`config.mk`:
```
export PLATFORM = sky130hd
export DESIGN_NAME = hub_port_flat
export DESIGN_NICKNAME = d
export VERILOG_FILES = /design/src/rtl/hub_port_if.sv /design/src/rtl/hub_port.sv /design/src/flat_wrapper.sv
export SDC_FILE = /design/constraint.sdc
export NUM_CORES = 1
export LEC_CHECK = 0
export CAP_MARGIN = 40
export CORE_MARGIN = 1.5
export CORE_UTILIZATION = 25
export DETAILED_ROUTE_END_ITERATION = 8
export SYNTH_ARGS = -nofsm -noshare
export SYNTH_HDL_FRONTEND = slang
export SYNTH_SLANG_ARGS = --single-unit
```
`constraint.sdc`:
```
create_clock -name clk_cog_i -period 1.9 [get_ports clk_cog_i]
set_input_delay 0.38 -clock clk_cog_i [delete_from_list [all_inputs] [get_ports clk_cog_i]]
set_output_delay 0.38 -clock clk_cog_i [all_outputs]
set_load 0.01 [all_outputs]
```
`src/rtl/hub_port_if.sv`:
```
// Bundles the hub slot bus and the client request/done handshake of one hub_port.
// master is the port side; slave is the hub plus client side.
interface hub_port_if;
    logic        ena_bus;
    logic        bus_sel;
    logic [31:0] bus_q;
    logic        bus_ack;
    logic        bus_r;
    logic        bus_e;
    logic        bus_w;
    logic [1:0]  bus_s;
    logic [15:0] bus_a;
    logic [31:0] bus_d;
    logic        req;
    logic        wr;
    logic [1:0]  size;
    logic [15:0] addr;
    logic [31:0] wdata;
    logic        rdy;
    logic        done;
    logic        err;
    logic [31:0] rdata;

    modport master (
        input  ena_bus, bus_sel, bus_q, bus_ack, req, wr, size, addr, wdata,
        output bus_r, bus_e, bus_w, bus_s, bus_a, bus_d, rdy, done, err, rdata
    );

    modport slave (
        output ena_bus, bus_sel, bus_q, bus_ack, req, wr, size, addr, wdata,
        input  bus_r, bus_e, bus_w, bus_s, bus_a, bus_d, rdy, done, err, rdata
    );
endinterface

```
`src/rtl/hub_port.sv`:
```
// Hub bus initiator occupying one time-sliced hub slot for a non-cog client.
// Define HUB_PORT_ALIGN_CHECK_EN to reject misaligned word/long requests with err.
module hub_port #(
    parameter int unsigned MAX_WINDOWS = 4
) (
    input logic        clk_cog_i,
    input logic        res_i,
    hub_port_if.master hub
);

    localparam logic [1:0] StIdle  = 2'd0;
    localparam logic [1:0] StWait  = 2'd1;
    localparam logic [1:0] StIssue = 2'd2;
    localparam logic [1:0] StResp  = 2'd3;

    localparam logic [1:0] SzByte = 2'b00;
    localparam logic [1:0] SzWord = 2'b01;
    localparam logic [1:0] SzLong = 2'b10;
    localparam logic [1:0] SzBad  = 2'b11;

    localparam logic [3:0] WinMax = 4'(MAX_WINDOWS);

    logic [1:0]  state_q, state_d;
    logic        wr_q, wr_d;
    logic [1:0]  size_q, size_d;
    logic [15:0] addr_q, addr_d;
    logic [31:0] wdata_q, wdata_d;
    logic [31:0] rdata_q, rdata_d;
    logic [3:0]  win_q, win_d;
    logic        err_q, err_d;

    logic        req_bad;
    logic [15:0] addr_lat;
    logic [3:0]  win_inc;
    logic [31:0] rd_ext;
    logic [31:0] lane_d;
    logic        drive;

    // Phase enable is implicit in bus_sel timing; the port needs no separate phase tracking.
    logic unused_ena;
    assign unused_ena = hub.ena_bus;

`ifdef HUB_PORT_ALIGN_CHECK_EN
    logic misaligned;
    assign misaligned = ((hub.size == SzWord) && hub.addr[0]) ||
                        ((hub.size == SzLong) && (hub.addr[1:0] != 2'b00));
    assign req_bad    = (hub.size == SzBad) || misaligned;
    assign addr_lat   = hub.addr;
`else
    assign req_bad  = (hub.size == SzBad);
    assign addr_lat = {hub.addr[15:2],
                       hub.addr[1] & (hub.size != SzLong),
                       hub.addr[0] & (hub.size != SzLong) & (hub.size != SzWord)};
`endif

    assign win_inc = win_q + 4'd1;

    always_comb begin
        case (size_q)
            SzByte:  rd_ext = {24'h0, hub.bus_q[8*addr_q[1:0] +: 8]};
            SzWord:  rd_ext = {16'h0, hub.bus_q[16*addr_q[1] +: 16]};
            default: rd_ext = hub.bus_q;
        endcase
    end

    always_comb begin
        case (size_q)
            SzByte:  lane_d = {4{wdata_q[7:0]}};
            SzWord:  lane_d = {2{wdata_q[15:0]}};
            default: lane_d = wdata_q;
        endcase
    end

    always_comb begin
        state_d = state_q;
        wr_d    = wr_q;
        size_d  = size_q;
        addr_d  = addr_q;
        wdata_d = wdata_q;
        rdata_d = rdata_q;
        win_d   = win_q;
        err_d   = err_q;
        case (state_q)
            StIdle: begin
                if (hub.req) begin
                    wr_d    = hub.wr;
                    size_d  = hub.size;
                    addr_d  = addr_lat;
                    wdata_d = hub.wdata;
                    if (req_bad) begin
                        err_d   = 1'b1;
                        state_d = StResp;
                    end else begin
                        err_d   = 1'b0;
                        win_d   = 4'd0;
                        state_d = StWait;
                    end
                end
            end
            StWait: begin
                if (hub.bus_sel) state_d = StIssue;
            end
            StIssue: begin
                if (hub.bus_sel) begin
                    if (hub.bus_ack) begin
                        err_d   = 1'b0;
                        state_d = StResp;
                        if (!wr_q) rdata_d = rd_ext;
                    end
                end else begin
                    // Slot passed without an ack: one owned window consumed.
                    win_d = win_inc;
                    if (win_inc == WinMax) begin
                        err_d   = 1'b1;
                        state_d = StResp;
                    end else begin
                        state_d = StWait;
                    end
                end
            end
            default: state_d = StIdle;
        endcase
    end

    always_ff @(posedge clk_cog_i) begin
        if (res_i) begin
            state_q <= StIdle;
            wr_q    <= 1'b0;
            size_q  <= 2'b00;
            addr_q  <= 16'h0;
            wdata_q <= 32'h0;
            rdata_q <= 32'h0;
            win_q   <= 4'd0;
            err_q   <= 1'b0;
        end else begin
            state_q <= state_d;
            wr_q    <= wr_d;
            size_q  <= size_d;
            addr_q  <= addr_d;
            wdata_q <= wdata_d;
            rdata_q <= rdata_d;
            win_q   <= win_d;
            err_q   <= err_d;
        end
    end

    // Bus lines are OR-combined across slots, so everything is zero unless we own the slot.
    assign drive     = (state_q == StIssue) && hub.bus_sel;
    assign hub.bus_r = drive;
    assign hub.bus_e = 1'b0;
    assign hub.bus_w = drive & wr_q;
    assign hub.bus_s = drive ? size_q  : 2'b00;
    assign hub.bus_a = drive ? addr_q  : 16'h0;
    assign hub.bus_d = drive ? lane_d  : 32'h0;

    assign hub.rdy   = (state_q == StIdle);
    assign hub.done  = (state_q == StResp);
    assign hub.err   = (state_q == StResp) & err_q;
    assign hub.rdata = rdata_q;

endmodule

```
`src/flat_wrapper.sv`:
```
// flat-port wrapper written by rule: the top's interface ports become plain ports
module hub_port_flat 
#(
    parameter int unsigned MAX_WINDOWS = 4
)
  (clk_cog_i, res_i, hub_ena_bus, hub_bus_sel, hub_bus_q, hub_bus_ack, hub_req, hub_wr, hub_size, hub_addr, hub_wdata, hub_bus_r, hub_bus_e, hub_bus_w, hub_bus_s, hub_bus_a, hub_bus_d, hub_rdy, hub_done, hub_err, hub_rdata);
  hub_port_if hub_i ();
  input logic clk_cog_i;
  input logic res_i;
  input wire logic [$bits(hub_i.ena_bus)-1:0] hub_ena_bus;
  input wire logic [$bits(hub_i.bus_sel)-1:0] hub_bus_sel;
  input wire logic [$bits(hub_i.bus_q)-1:0] hub_bus_q;
  input wire logic [$bits(hub_i.bus_ack)-1:0] hub_bus_ack;
  input wire logic [$bits(hub_i.req)-1:0] hub_req;
  input wire logic [$bits(hub_i.wr)-1:0] hub_wr;
  input wire logic [$bits(hub_i.size)-1:0] hub_size;
  input wire logic [$bits(hub_i.addr)-1:0] hub_addr;
  input wire logic [$bits(hub_i.wdata)-1:0] hub_wdata;
  output wire logic [$bits(hub_i.bus_r)-1:0] hub_bus_r;
  output wire logic [$bits(hub_i.bus_e)-1:0] hub_bus_e;
  output wire logic [$bits(hub_i.bus_w)-1:0] hub_bus_w;
  output wire logic [$bits(hub_i.bus_s)-1:0] hub_bus_s;
  output wire logic [$bits(hub_i.bus_a)-1:0] hub_bus_a;
  output wire logic [$bits(hub_i.bus_d)-1:0] hub_bus_d;
  output wire logic [$bits(hub_i.rdy)-1:0] hub_rdy;
  output wire logic [$bits(hub_i.done)-1:0] hub_done;
  output wire logic [$bits(hub_i.err)-1:0] hub_err;
  output wire logic [$bits(hub_i.rdata)-1:0] hub_rdata;
  assign hub_i.ena_bus = hub_ena_bus;
  assign hub_i.bus_sel = hub_bus_sel;
  assign hub_i.bus_q = hub_bus_q;
  assign hub_i.bus_ack = hub_bus_ack;
  assign hub_i.req = hub_req;
  assign hub_i.wr = hub_wr;
  assign hub_i.size = hub_size;
  assign hub_i.addr = hub_addr;
  assign hub_i.wdata = hub_wdata;
  assign hub_bus_r = hub_i.bus_r;
  assign hub_bus_e = hub_i.bus_e;
  assign hub_bus_w = hub_i.bus_w;
  assign hub_bus_s = hub_i.bus_s;
  assign hub_bus_a = hub_i.bus_a;
  assign hub_bus_d = hub_i.bus_d;
  assign hub_rdy = hub_i.rdy;
  assign hub_done = hub_i.done;
  assign hub_err = hub_i.err;
  assign hub_rdata = hub_i.rdata;
  hub_port #(.MAX_WINDOWS(MAX_WINDOWS)) u_core (.clk_cog_i(clk_cog_i), .res_i(res_i), .hub(hub_i));
endmodule
```
-- Yosys cells after proc, flatten, opt, wreduce, memory -nomap -nowiden
Index checks and enable logic that the tools add are counted.
- add/sub/neg operators: 1
- eq/ne operators: 14
- shift operators: 2
- multiplexer cells: 22
- bitwise logic cells: 6
- reduce and logical (&&, ||, !) cells: 9
- operator list (operator ; number):
    32-bit one-hot mux with 2 select lines ; 2
    32-bit two-way mux ; 1
    32-bit by 6-bit variable part select with 16-bit output ; 1
    32-bit by 6-bit variable part select with 8-bit output ; 1
    16-bit two-way mux ; 1
    2-bit two-way mux ; 7
    4-bit two-way mux ; 3
    4-bit AND reduction ; 3
    2-bit != test, second input constant ; 5
    4-bit one-hot mux with 2 select lines ; 1
    2-bit equality test, second input constant ; 3
    2-bit one-hot mux with 3 select lines ; 1
    1-bit AND ; 5
    1-bit two-way mux ; 5
    4-bit by 1-bit adder with 4-bit output, second input constant ; 1
    2-bit by 1-bit equality test with 1-bit output, second input constant ; 2
    4-bit by 3-bit equality test with 1-bit output, second input constant ; 1
    2-bit logical NOT ; 2
    3-bit by 2-bit != test with 1-bit output, second input constant ; 1
    3-bit != test, second input constant ; 1
    3-bit AND reduction ; 1
    2-bit by 1-bit != test with 1-bit output, second input constant ; 1
    1-bit one-hot mux with 2 select lines ; 1
    2-bit AND reduction ; 1
    other kinds (3) ; 3
- flip-flop bits (word level): 90
- bits of input ports: 89
- output and inout bits: 88

-- Logic depth before layout (Yosys ltp)
- depth after elaboration: 5
- mapped depth: 6
- gate-level depth less buffers: 5

-- Worst setup path before layout
Ideal clock, no wire load.
- kind: register to output
- start: register u_core.state_q[0]
- end: output port hub_bus_a[10]
- data arrival time: 1.249 ns
- required time: 1.520 ns
- setup slack: 0.271 ns
- cell stages (with the launch flop): 6
- path through: dfxtp_1 -> nand3b_4 -> inv_1 -> buf_2 -> clkbuf_1 -> and2_1
- cells in the longest elaborated chain, start to end: 3
- RTL lines (what ; line ; source):
    start, declared ; hub_port.sv:23 ; logic [1:0] state_q, state_d;
    start signal, assigned ; hub_port.sv:127 ; state_q <= StIdle;
    start signal, assigned ; hub_port.sv:136 ; state_q <= state_d;
    2-bit equality test ; hub_port.sv:148 ; assign drive = (state_q == StIssue) && hub.bus_sel;
    1-bit logical AND ; hub_port.sv:148 ;
    via hub_bus_r ; flat_wrapper.sv:19 ; output wire logic [$bits(hub_i.bus_r)-1:0] hub_bus_r;
    16-bit two-way mux ; hub_port.sv:153 ; assign hub.bus_a = drive ? addr_q : 16'h0;
    end, declared ; flat_wrapper.sv:23 ; output wire logic [$bits(hub_i.bus_a)-1:0] hub_bus_a;
The timed path passes the listed nets, and every way through them passes these cells.

-- Final worst setup path
- start: register u_core.size_q[0]
- end: output port hub_bus_d[11]
- cells in the longest elaborated chain, start to end: 3
- elaborated cells on any way between the ends: 4
- those cells by class: eq/ne (1); mux (2); reduce/logical (1)
- RTL lines (what ; line ; source):
    start, declared ; hub_port.sv:25 ; logic [1:0] size_q, size_d;
    start signal, assigned ; hub_port.sv:138 ; size_q <= size_d;
    2-bit by 1-bit equality test with 1-bit output / 2-bit logical NOT (equally long branches) ; hub_port.sv:67 ; case (size_q)
    32-bit one-hot mux with 2 select lines * ; hub_port.sv:67 ;
    32-bit two-way mux * ; hub_port.sv:154 ; assign hub.bus_d = drive ? lane_d : 32'h0;
    end, declared ; flat_wrapper.sv:24 ; output wire logic [$bits(hub_i.bus_d)-1:0] hub_bus_d;
Mark *: on every way between the ends. The rest lies on a longest branch, timed or not.

==> flow_summary.yaml <==
status:
  status: "complete, no violations"
layout:
  mostFrequentLayoutCell: "nand2_1"
  layout_common_cells: "nand2_1 (132), clkdlybuf4s50_1 (117), dfxtp_1 (85), a21oi_1 (84), nor2_1 (44)"
  layout-drive-gt1-share: 0.189
  num_antenna_cells: 0
  final_nets: 871
  finalInstanceArea_mm2: 0.00711
  syn2layout_area_growth_pct: 61.2
grt:
  gr-usage-met2: 0.287
  top_usage_layer: "met2"
  grt_pass1_wl_um: 24200
  grt_overflow: 0
  globalRouteMet1Util: 0.205
  antenna_found_initial: 0
  gr-usage-all-layers: 0.169
  grt_pass1_vias: 4526
  use_met3: 0.0507
  grt_max_degree: 52
pwr:
  irDropWorstVdd_v: 0.000452
  leakage_nw: 2.70
  power_w: 0.00512
  p_per_area_mw_per_mm2: 720
floorplanning:
  fp.dieW_um: 136
  fp.dieH_um: 136
  rows: 48
  core_mm2: 0.0173
  dieArea_mm2: 0.0184
  start_util: 0.255
  pin_count: 177
critical_path:
  required_ns: 1.52
  r2r_cells: 6
  max_stage_delay_ns: 0.37
  cpMaxStageDelayCell: "dfxtp_4"
  worst_r2r_endpoint: "u_core.hub.rdata[2]$_SDFFE_PP0P_"
  worstSetupEndpointType: "output port"
  path_max_fanout: 8
  critPathCapture: "hub_bus_d[11]"
  worstSetupPathType: "flop to output port"
  worstSetupStartpoint: "u_core.size_q[0]$_SDFFE_PP0P_"
  crit_path_start_kind: "flop"
  r2r_slack_ns: 0.06
  r2r_start: "u_core.size_q[0]$_SDFFE_PP0P_"
  path_cells: "buf_12, nor2_4, buf_8, buf_6, nand2_4, a21oi_2, buf_2"
  crit_arrival_ns: 1.51
clock_tree:
  htree_levels: 3
  clkSinkCount: 90
  root_buffer: "clkbuf_16"
  clk_latency_ns: 0.35
  cts_tree: "done"
  clock_path_buffers: 2
  numCtsBuffers: 9
  cts.clk_slew.worst_paths_ns: 0.07
place:
  pre_cts_ws_ns: -0.454
  port-buffer-count: 174
  hpwlAfterDp_um: 10700
  routabilityCongestion: 0.750
  postPlaceCellArea_mm2: 0.00661
sta:
  rsz0062_at_grt: "yes"
  hold_violations: 0
  setup_viol: 0
  clock.fmax_ghz: 0.528
  period_share: 0.996
  min_period_ns: 1.89
  fin_ws_ns: 0.00739
  skew_ns: 0.00759
  slew_viol_final: 0
drt:
  first_iter_violations: 204
  ant_nets: 0
  wire_per_inst_um: 15.5
  first_pass_iters: 4
  drc: 0
  finalWirelength_um: 15600
  via_per_inst: 4.66
  vias: 4706
job:
  drv_cap: 0
yosys:
  syn-num-nets: 684
  syn_avg_cell_area_um2: 7.44
  ys_seq_area_frac: 0.409
  postSynthCellCount: 593
  synth_area_mm2: 0.00441
  ys_warn_count: 0
  ys_types: 36
  ys_seq_elements: 90
worst_hold_path:
  min-delay-path-class: "input port to flop"
[per-stage QoR]
| step | utilization | std cells | hold slack (ns) | setup TNS (ns) |
|---|---|---|---|---|
| floorplan | - | 593 | 0.432 | 0 |
| global placement | 0.382 | 982 | 0.439 | -23.13 |
| detailed placement | 0.382 | 982 | 0.445 | -23.87 |
| CTS | 0.403 | 1005 | 0.406 | -0.353 |
| global route | 0.411 | 1010 | 0.426 | -0.542 |
| finish | 0.411 | 1010 | 0.423 | 0 |
[registers in the layout (all words and copies together) (netlist names)]
signal,cells
u_core.addr_q,16
u_core.state_q,2
u_core.wdata_q,32
u_core.hub.rdata,32
u_core.win_q,4
u_core.err_q,1
u_core.size_q,2
u_core.wr_q,1
[power breakdown]
part	total, W	switching [W]	internal (W)
clock network	0.00188	0.000812	0.00107
logic	0.00115	0.000576	0.000574
registers	0.00209	0.0000878	0.00200
total	0.00512	0.00148	0.00365
[cells in the mapped netlist]
master	number	area, µm²
a211o_1	1	8.76
a211oi_1	1	7.51
a211oi_2	8	100
a21oi_1	97	485
a221oi_1	17	149
a311oi_1	2	17.5
a31oi_1	4	25.0
and2_1	30	188
and3_1	1	6.26
and3b_1	1	8.76
buf_1	4	15.0
buf_2	14	70.1
buf_4	2	15.0
buf_6	1	11.3
clkbuf_1	26	97.6
clkbuf_2	1	5.00
conb_1	1	3.75
dfxtp_1	90	1800
ha_1	2	25.0
inv_1	13	48.8
mux2i_1	17	170
nand2_1	136	510
nand2b_1	15	93.8
nand2b_2	1	8.76
nand3_1	18	90.1
nand3b_2	1	11.3
nand3b_4	1	20.0
nand4_1	2	12.5
nor2_1	46	173
nor2b_1	4	25.0
nor3_1	9	45.0
nor3b_2	2	25.0
o21ai_0	21	105
o21bai_1	2	15.0
or3b_1	1	8.76
or4_1	1	7.51
[layer usage]
metal | up-vias | part of all wire | routed length (µm)
met2 | 148 | 0.49 | 7590
met4 | 0 | 0.0094 | 147
met3 | 13 | 0.071 | 1110
met5 | - | 0 | 0
met1 | 2164 | 0.43 | 6790
li1 | 2381 | - | -
[critical path, delay by kind of cell, from the launching register on]
kind | cells | cell delay (ns)
compound gates | 1 | 0.12
simple gates | 2 | 0.13
flops | 1 | 0.37
buf+inv | 4 | 0.55
[cell families after synthesis]
| group | count (synthesis) | synth area share |
|---|---|---|
| AOI/OAI and AO/OA | 153 | 0.207 |
| adders and majority gates | 2 | 0.00567 |
| buffers and inverters | 61 | 0.0596 |
| DFF | 90 | 0.409 |
| muxes | 17 | 0.0386 |
| other | 1 | 0.000850 |
| and+or+nand+nor | 269 | 0.280 |
[final cells by class]
cell class	count	area (µm²)
Tap cell	225	282
Sequential cell	90	1810
Clock inverter	6	73.8
Fill cell	1824	10200
Clock buffer	10	239
Multi-Input combinational cell	442	2510
Timing Repair Buffer	224	2140
Inverter	13	48.8
[worst min path at each step]
stage                     depth (start not counted)  slack, ns                         startpoint                           endpoint
after CTS                                         2       0.41                              res_i  u_core.hub.rdata[21]$_SDFFE_PP0P_
final                                             2       0.42                              res_i  u_core.hub.rdata[21]$_SDFFE_PP0P_
after global routing                              2       0.43                              res_i  u_core.hub.rdata[21]$_SDFFE_PP0P_
after detailed placement                          2       0.44  u_core.hub.rdata[26]$_SDFFE_PP0P_  u_core.hub.rdata[26]$_SDFFE_PP0P_
after floorplan                                   2       0.43     u_core.addr_q[10]$_SDFFE_PP0P_     u_core.addr_q[10]$_SDFFE_PP0P_
after global placement                            2       0.44  u_core.hub.rdata[26]$_SDFFE_PP0P_  u_core.hub.rdata[26]$_SDFFE_PP0P_
[what timing repair did]
action / 4_1_cts / 5_1_grt
gates resized for setup: 127 / 82
cloned: 2 / 1
hold buffers: 0 / 0
hold endpoints to repair: 0 / 0
setup endpoints to repair: 57 / 55
pin swaps: 5 / 12
setup buffers: 5 / 5
Power figures use the tool's default switching activity.
==> patch: new RTL, config.mk and constraints unchanged <==
Add a define of `HUB_PORT_ALIGN_CHECK_EN`.
--- a/src/rtl/hub_port.sv
+++ b/src/rtl/hub_port.sv
@@ -1,5 +1,7 @@
 // Hub bus initiator occupying one time-sliced hub slot for a non-cog client.
 // Define HUB_PORT_ALIGN_CHECK_EN to reject misaligned word/long requests with err.
+`define HUB_PORT_ALIGN_CHECK_EN
+
 module hub_port #(
     parameter int unsigned MAX_WINDOWS = 4
 ) (
Behaviour: not the same (Yosys sat finds a counterexample within 4 cycles, from zero or initial values).
==> patch against the unedited design <==
- the run now ends with negative setup slack left
- design area fell by 0.65%
- utilization fell by 0.27 points
- worst setup slack got worse by 0.067 ns
- wire length rose by 2.5%
- non-clock buffer count rose by 14
- fmax fell by 3.4%
- combinational power rose by 17%
- sequential cell count did not move
- first-iteration DRC count fell by 8.3%
- power rose by 3.3%
- hold slack got worse by 0.13 ns
- clock skew fell by 0.00059 ns
- area after synthesis rose by 0.45%
- largest cell class unchanged
==> patch: results (changes against the unedited design) <==
The flow ran to the end, but the final reports show violations. The checks that failed: negative setup slack. The tools report the first-pass GRT wire length as 23,700 um (-2.2%).

The run gives 43 (+19%) as the number of distinct library cell variants in the gate-level netlist after synthesis. The logs give 0.424 mV (-6.2%) for the maximum vdd ir drop and -0.0598 ns (-0.0672 ns) for the post-layout worst setup margin. Count of H-tree levels built during CTS: 3 (unchanged). The slowest stage of the critical path belongs to the cell sky130_fd_sc_hd__dfxtp_2. The share of the yosys chip area belonging to registers came out at 0.407 (-0.00185).

The tools report the switching power total as 1.55 mW (+5.2%). The clock insertion delay at the later pin of the skew report was 0.35 ns (about the same). The initial DRC count came out at 187 (-8.3%). Yosys attributes the largest share of cell area to sky130_fd_sc_hd__dfxtp_1 (41%), sky130_fd_sc_hd__nand2_1 (11%), sky130_fd_sc_hd__a21oi_1 (10%). Number of nets in the finished design: 870 (-0.11%).

The run gives 576 (-2.9%) as the gate count after technology mapping. After clock tree synthesis, the clock-pin slew on the worst setup and hold paths is 0.06 ns. The post-synth net total is 667 (-2.5%), and the weighted congestion at the end of routability-driven global placement is 0.816 (+8.8%). The largest incremental delay on the critical path is 0.33 ns (-0.04 ns), and the initial antenna violation count is 0 (unchanged). The tools report the global router's overall resource usage as 0.168 (-0.000929).

The number of flops mapped to enable cells by yosys came out at 0 (unchanged). By count the netlist is led by sky130_fd_sc_hd__nand2_1 (131), sky130_fd_sc_hd__a21oi_1 (91), sky130_fd_sc_hd__dfxtp_1 (90). The tools report the leakage power figure as 2.70 nW (-0.11%). The HPWL after detailed placement was 11,000 um (+2.6%). The clock skew after layout was 0.00699 ns (-0.000592 ns); the via count of the first global-routing pass was 4,406 (-2.7%). The count of unresolved DRC violations after routing was 0 (unchanged); the data arrival time at the worst-slack endpoint was 1.58 ns (+0.07 ns). The tools report the cell at the root of the clock tree as sky130_fd_sc_hd__clkbuf_16. The number of clock buffers inserted by TritonCTS came out at 9 (unchanged). The worst min-delay path class was in -> reg.

The layout cell share with drive strength beyond 1 is 0.224 (+0.0360), and the number of failing setup endpoints in the final timing report is 6 (+6). The number of optimization iterations in the first detailed-route pass came out at 4 (unchanged). The overall via count from detail_route was 4,750 (+0.93%).

At the pin with the least slew margin, the transition time is 0.575 ns. The routed length per instance came out at 15.9 um (+2.6%). The maximum fanout count along the critical path is 8 (unchanged), and the count of non-filler cells in the finished layout is 1,009 (-0.099%). Maximum number of pins on one net before global-route repair: 54 (+3.8%). The logs give 0 (unchanged) for the yosys synthesis warning count and 974 (-0.81%) for the cell total after placement.
-- patch: logic make-up after synthesis --
group | share of synthesized area
AO/OA/AOI/OAI | 0.208
AND/OR/NAND/NOR | 0.268
flip-flops | 0.407
adder cells (fa/ha/maj) | 0.00565
other | 0.000846
multiplexers | 0.0565
buffers and inverters | 0.0545
-- patch: per-stage QoR --
| stage | utilization | setup slack (ns) | setup TNS [ns] | instance area (um2) | hold slack (ns) |
|---|---|---|---|---|---|
| 3_3_place_gp | 0.385 | -0.515 | -27.50 | 6660 | 0.439 |
| 6_report | 0.408 | -0.0598 | -0.253 | 7070 | 0.296 |
| 3_5_place_dp | 0.385 | -0.494 | -26.34 | 6660 | 0.445 |
| 5_1_grt | 0.408 | -0.175 | -1.29 | 7070 | 0.288 |
| 2_1_floorplan | - | 0.256 | 0 | 4430 | 0.432 |
| 4_1_cts | 0.406 | -0.125 | -0.784 | 7020 | 0.285 |
-- patch: cell type report --
cell class	count	area [um2]
flip-flops and latches	90	1810
well taps	225	282
clock inverters	6	65.1
multi-input cells	436	2530
repair buffers	238	2130
clock buffers	10	239
inverters	4	15.0
fillers	1823	10200
-- patch: power groups by stage --
stage | clock (mW) | sequential [mW] | combinational (mW)
floorplan | 0 | 2.13 | 0.626
CTS | 1.93 | 2.11 | 1.29
detailed placement | 0 | 2.14 | 1.23
global placement | 0 | 2.14 | 1.23
finish | 1.84 | 2.11 | 1.34
global route | 1.98 | 2.13 | 1.46
-- patch: path summary, 6_finish.rpt --
kind                        startpoint              endpoint  slack [ns]  cells past startpoint
hold / removal                   res_i          u_core.err_q        0.30                      2
hold reg to reg   u_core.hub.rdata[21]  u_core.hub.rdata[21]        0.45                      2
setup / recovery      u_core.size_q[0]         hub_bus_d[14]       -0.06                      8
setup reg to reg      u_core.size_q[0]   u_core.hub.rdata[4]        0.03                      8
-- patch: what timing repair did --
item	CTS	global route
gates cloned	0	1
setup endpoints to repair	57	54
endpoints found under the hold margin	0	0
pin swaps	3	7
gates resized for setup	138	81
buffers inserted	10	10
-- patch: metal layers --
layer	routed length, um	track usage	share of wire	vias to the layer above
li1	-	-	-	2382
met2	7590	0.270	0.47	156
met5	0	0	0	-
met3	1250	0.0585	0.078	6
met4	72	0.0319	0.0045	0
met1	7120	0.217	0.44	2206
